===== src/rtl/ym3438_clk_phase.sv =====
// ym3438_clk_phase: two-phase clock-enable generator for the OPN2 core.
// A divider d walks 0..2*PHASE_LEN-1 on each enabled MCLK. c1 fires at the
// end of phase 1 and c2 at the end of phase 2. A slot counter advances on
// every c2, and sync marks the c2 that closes the last slot of a frame.
// resync restarts both counters. IC clears them asynchronously.
module ym3438_clk_phase #(
    parameter int PHASE_LEN = 3,
    parameter int SLOTS     = 24
) (
    input  logic       MCLK,
    input  logic       IC,
    input  logic       en,
    input  logic       resync,
    output logic       c1,
    output logic       c2,
    output logic       phi1,
    output logic       phi2,
    output logic [4:0] slot,
    output logic       sync
);

    localparam int DW = $clog2(2 * PHASE_LEN);

    // Divider decode points: end of phase 1, end of phase 2, and phase boundary.
    localparam logic [DW-1:0] D_C1   = DW'(PHASE_LEN - 1);
    localparam logic [DW-1:0] D_C2   = DW'(2 * PHASE_LEN - 1);
    localparam logic [DW-1:0] D_HALF = DW'(PHASE_LEN);
    localparam logic [4:0]    SLOT_LAST = 5'(SLOTS - 1);

    logic [DW-1:0] d_q, d_d;
    logic [4:0]    slot_q, slot_d;

    // The enables are qualified by en and resync, so a stalled decode cycle
    // is deferred rather than dropped: d holds until en returns.
    assign c1   = en & ~resync & (d_q == D_C1);
    assign c2   = en & ~resync & (d_q == D_C2);
    assign phi1 = (d_q < D_HALF);
    assign phi2 = ~phi1;
    assign slot = slot_q;
    assign sync = c2 & (slot_q == SLOT_LAST);

    // Next-state: resync beats en; the slot moves only on the c2 edge.
    always_comb begin
        d_d    = d_q;
        slot_d = slot_q;
        if (resync) begin
            d_d    = '0;
            slot_d = '0;
        end else if (en) begin
            d_d = (d_q == D_C2) ? '0 : d_q + DW'(1);
            if (c2) begin
                slot_d = (slot_q == SLOT_LAST) ? '0 : slot_q + 5'd1;
            end
        end
    end

    // State registers. IC clears them without waiting for an edge.
    always_ff @(posedge MCLK or negedge IC) begin
        if (!IC) begin
            d_q    <= '0;
            slot_q <= '0;
        end else begin
            d_q    <= d_d;
            slot_q <= slot_d;
        end
    end

endmodule

===== config.mk =====
export PLATFORM = sky130hd
export DESIGN_NAME = ym3438_clk_phase
export DESIGN_NICKNAME = d
export VERILOG_FILES = /design/src/rtl/ym3438_clk_phase.sv
export SDC_FILE = /design/constraint.sdc
export NUM_CORES = 1
export LEC_CHECK = 0
export CORE_AREA = 2 2 39 41
export CTS_CLUSTER_DIAMETER = 40
export CTS_CLUSTER_SIZE = 20
export DETAILED_ROUTE_END_ITERATION = 8
export DIE_AREA = 0 0 41 43
export GPL_TIMING_DRIVEN = 0
export PLACE_DENSITY = 0.66
export SLEW_MARGIN = 40
export SYNTH_ARGS = -nofsm -noshare
export SYNTH_HDL_FRONTEND = slang
export SYNTH_SLANG_ARGS = --single-unit

===== constraint.sdc =====
create_clock -name MCLK -period 1.65 [get_ports MCLK]
set_clock_uncertainty 0.15 [all_clocks]
set_input_delay 0.33 -clock MCLK [delete_from_list [all_inputs] [get_ports MCLK]]
set_output_delay 0.33 -clock MCLK [all_outputs]
set_load 0.005 [all_outputs]

==> results.toml, run 1 <==
[status]
status = "complete, but fails checks"
violations = "negative setup slack"

[cts]
htreeDepth = 1
hold_buffers = 0
clk_latency_ps = 250
cts-root-buf = "clkbuf_4"
cts_made_buffers = 3
tritoncts = "built"
cts_buffer_depth = 2
cts.clk_slew.worst_paths_ps = 60
cts.sinks = 8

[global_route]
grt_pass1_wl_um = 1950
grt_start_max_net_pins = 9
grt.total_usage_pct = 15.8
first_global_vias = 460
antenna_found_initial = 0
gr-total-overflow = 0

[layout]
register_area_um2 = 203
num_antenna_cells = 0
layout.cells.most_common_list = "buf_4, nand2_1, dfrtp_1"
syn_to_final_growth_pct = 75.0
final_common_cell = "buf_4"
instances_no_fill = 98
final_nets = 89
multi_input_area_um2 = 259
nFillCells = 128
drive_above_1_share_pct = 42.7
fin_util_pct = 57.0

[sta]
finalWorstSetupSlack_ps = -10.9
slew_headroom_pct = 73.2
slew_violations = 0
rsz0062_at_grt = "true"
period_share_pct = 101
finalSetupViolations = 1
hold_viol = 0
fin_hold_ws_ps = 225
clock.fmax_mhz = 602
worst_pin_slew_ps = 401
min_period_ps = 1660

[detailed_routing]
wl_per_cell_um = 13.3
wirelength_um = 1310
vias_per_cell = 4.98
drt_iter0_drc = 7
antenna_left = 0
drc_errors = 0
dr_total_vias = 488
dr.pass1.iters = 4

[placement]
port_buffers = 13
placed_cells = 77
dp.final_hpwl_um = 662
dp_worst_setup_slack_ps = -699
place_congestion = 0.697

[setup_path]
critPathKind = "input port to primary output"
cp-end-kind = "primary output"
rr_startpoint = "d_q[0]"
r2r_slack_ps = 60
required_ps = 1170
path_max_fanout = 5
cp.arrival_ps = 1180
startpoint_type = "input port"
worstReg2RegEnd = "slot[2]"
r2r_cells = 6

[power_and_ir_drop]
power_density_nw_per_um2 = 540
p_leak_nw = 0.461
peakVddDrop_uv = 299
p_total_mw = 0.426

[floorplanning]
ios = 14
rows = 14
coreArea_um2 = 1380
die_w_um = 41
die_h_um = 43
die_area_um2 = 1760
start_util_pct = 32.5

[yosys]
synth_cell_types = 24
synth-warning-count = 0
yosysSeqAreaShare_pct = 44.4
syn_inst = 48
ys_ff_latch = 8
synthTopCellsByArea = "dfrtp_1, nand2_1, nand4b_4, a21oi_1, mux2i_1"
syn_area_per_cell_um2 = 9.38
synth.top_cell.area_share_pct = 44.4
syn_area_um2 = 450
syn_nets = 53
synth.largest_area_cell = "dfrtp_1"

[hold_path]
worstHoldPathType = "input port to async pin"

[flow_run]
maxCapViolations = 0
==> cell type report <==
cell class / instances / area share (%)
Multi-Input combinational cell: 36 / 32.9
Timing Repair Buffer: 31 / 31.4
Sequential cell: 8 / 25.7
Buffer: 2 / 3.65
Clock buffer: 3 / 2.86
Tap cell: 16 / 2.54
Inverter: 2 / 0.952
==> cells in the mapped netlist <==
master    n
nand3_1   1
clkbuf_2  1
or3_1     1
and4b_2   1
nor3_1    1
nor2b_1   1
nand4_1   1
nor2_1    5
ha_1      1
nor4_1    1
nand2_1   7
xnor2_1   1
mux2i_1   2
a21o_1    1
nand4b_4  1
a21oi_1   4
clkbuf_1  1
nand3b_1  1
nand2b_1  1
o21ai_0   2
o41ai_1   1
inv_1     2
dfrtp_1   8
nand4b_1  2
==> metal layers <==
metal	vias up	track usage (%)	part of all wire (%)
met2	14	22.8	49
met3	0	3.14	6.3
met5	-	0	0
met4	0	6.00	0
li1	244	-	-
met1	230	22.4	45
==> how the worst max path moves through the flow <==
stage                        from  endpoint
after floorplan           slot[0]      sync
after global placement         en      sync
after detailed placement       en      sync
after CTS                 slot[0]      sync
after global routing      slot[0]      sync
final                      resync        c1
==> power by group <==
part | internal [mW] | switching [mW]
Clock | 0.0831 | 0.0645
Sequential | 0.201 | 0.00359
Combinational | 0.0383 | 0.0348
Total | 0.323 | 0.103
==> logic make-up (layout without fill, tap and decap cells) <==
logic type / count (synthesis) / in the layout / share of synthesized area [%]
muxes: 2 / 2 / 4.44
DFF: 8 / 8 / 44.4
adders and majority gates: 1 / 1 / 2.78
AOI/OAI and AO/OA: 8 / 8 / 10.3
xor gates and xnor gates: 1 / 1 / 1.94
buffers and inverters: 4 / 38 / 3.61
and+or+nand+nor: 24 / 24 / 32.5
==> worst max-delay path, stage by stage <==
cell and delay, ps:
dlygate4sd2_1 280, buf_8 150, nor4_4 270, buf_2 160
==> flip-flops by register name, indices dropped and copies added, names as in the netlist <==
name / count
slot: 5
d_q: 3
==> metrics by stage <==
stage / TNS [ps] / instance area [µm²]
6_report: -10.9 / 788
3_5_place_dp: -2590 / 601
5_1_grt: -135 / 788
4_1_cts: -46.5 / 738
3_3_place_gp: -2510 / 601
2_1_floorplan: 0 / 450
==> timing repair <==
item | in CTS | in global routing
setup endpoints to repair | 7 | 7
buffers inserted | 14 | 4
resized for setup | 29 | 8
pin swaps | 4 | 3
Power figures use the tool's default switching activity.
==> run 2, diff against run 1 <==
- CAP_MARGIN: unset -> 20
==> results of run 2 <==
Final layout, timing and power as in run 1 (identical DEF).
==> run 3, diff against run 2 <==
- DONT_BUFFER_PORTS: unset -> 1
- PLACE_DENSITY: 0.66 -> unset
- REMOVE_ABC_BUFFERS: unset -> 1
==> results.toml, run 3 (synthesis results as in run 1) <==
[status]
status = "complete, no violations"

[detailed_routing]
drt_iter0_drc = 2
antenna_left = 0
wirelength_um = 942
drc_errors = 0
vias_per_cell = 5.42
dr_total_vias = 385
wl_per_cell_um = 13.3
dr.pass1.iters = 2

[hold_path]
min_path_cells = 2
worstHoldPathType = "input port to flip-flop"

[setup_path]
cp-end-kind = "primary output"
slowest_stage = "dfrtp_1"
crit_chain = "ha_2, nand4b_1, nor3_2"
crit_family = "flip-flops"
critPathKind = "flip-flop to primary output"
critPathBufInv = 0
path_max_fanout = 4
startpoint_type = "flip-flop"
cp.arrival_ps = 1150
r2r_cells = 5
crit_cells = 3
required_ps = 1170
critPathMaxStageDelay_ps = 410

[layout]
fin_util_pct = 39.5
post-route-cell-area_um2 = 547
largest_reg_flops = 5
num_antenna_cells = 0
layout.cells.most_common_list = "nand2_1, dfrtp_1, nor2_1, a21oi_1, buf_4"
drive_above_1_share_pct = 25.5
final_nets = 62
syn_to_final_growth_pct = 21.4
final_common_cell = "nand2_1"

[cts]
cts_made_buffers = 3
tritoncts = "built"
cts.clk_slew.worst_paths_ps = 60
cts_buffer_depth = 2
htreeDepth = 1
clk_latency_ps = 250
cts.sinks = 8
cts-root-buf = "clkbuf_4"

[power_and_ir_drop]
power_density_nw_per_um2 = 705
p_leak_nw = 0.261
peakVddDrop_uv = 301

[sta]
period_share_pct = 99.0
finalSetupViolations = 0
slew_violations = 0
hold_viol = 0
worst_pin_slew_ps = 367
slew_headroom_pct = 75.4
min_period_ps = 1630
rsz0062_at_grt = "true"
clock.fmax_mhz = 612

[global_route]
antenna_found_initial = 0
first_global_vias = 408
grt.total_usage_pct = 13.9
gr-total-overflow = 0
grt_start_max_net_pins = 9
grt_pass1_wl_um = 1560

[placement]
port_buffers = 0
place_congestion = 0.668
postPlaceCellArea_um2 = 462
dp.final_hpwl_um = 652

[floorplanning]
start_util_pct = 32.5
coreArea_um2 = 1380
die_w_um = 41
ios = 14
die_h_um = 43
rows = 14
die_area_um2 = 1760

[flow_run]
maxCapViolations = 0
run 3: cell types whose count changed in the layout (fill, tap and decap cells not counted), sizes merged:
cell           change
dlygate4sd2        -4
buf               -18
dlymetal6s2s       -3
dlygate4sd3        +2
clkdlybuf4s50      -1
clkbuf             -2
clkdlybuf4s15      -1
run 3: timing repair:
item,in CTS,in global routing
gates cloned,0,0
hold endpoints to repair,14,0
setup endpoints to repair,1,2
gates resized for setup,2,3
pin swaps,1,0
setup buffers,2,2
hold buffers,2,0
run 3: cell type report:
| class | count | area [µm²] |
|---|---|---|
| Multi-Input combinational cell | 36 | 244 |
| Inverter | 2 | 7.51 |
| Sequential cell | 8 | 203 |
| Clock buffer | 3 | 22.5 |
| Tap cell | 16 | 20.0 |
| Timing Repair Buffer | 6 | 50.0 |
| Fill cell | 146 | 837 |
run 3: through the flow:
stage	power, mW	std cells	worst slack [ps]	setup TNS [ps]	hold WS, ps
detailed placement	0.232	62	111	0	-115
floorplan	0.228	46	248	0	-116
global placement	0.231	62	120	0	-115
finish	0.385	71	16.9	0	79.8
CTS	0.395	69	-7.34	-7.34	76.3
global route	0.414	71	-99.1	-99.1	94.7
run 3: final timing paths:
kind	from	endpoint	slack, ps
setup / recovery	slot[1]	sync	20
hold / removal	en	d_q[0]	80
setup reg to reg	slot[1]	slot[2]	170
hold reg to reg	slot[4]	slot[4]	380
max in group asynchronous	IC	slot[0]	780
min in group asynchronous	IC	slot[4]	270
run 3: per-layer routing:
metal	global-route usage [%]	wire length [µm]
met1	16.8	434
met2	19.4	412
met3	3.14	70
met4	12.0	25
met5	0	0
run 3: power breakdown:
group	total [mW]	switching, mW	internal (mW)
sequential	0.211	0.0100	0.201
clock	0.148	0.0645	0.0831
combinational	0.0263	0.0126	0.0137
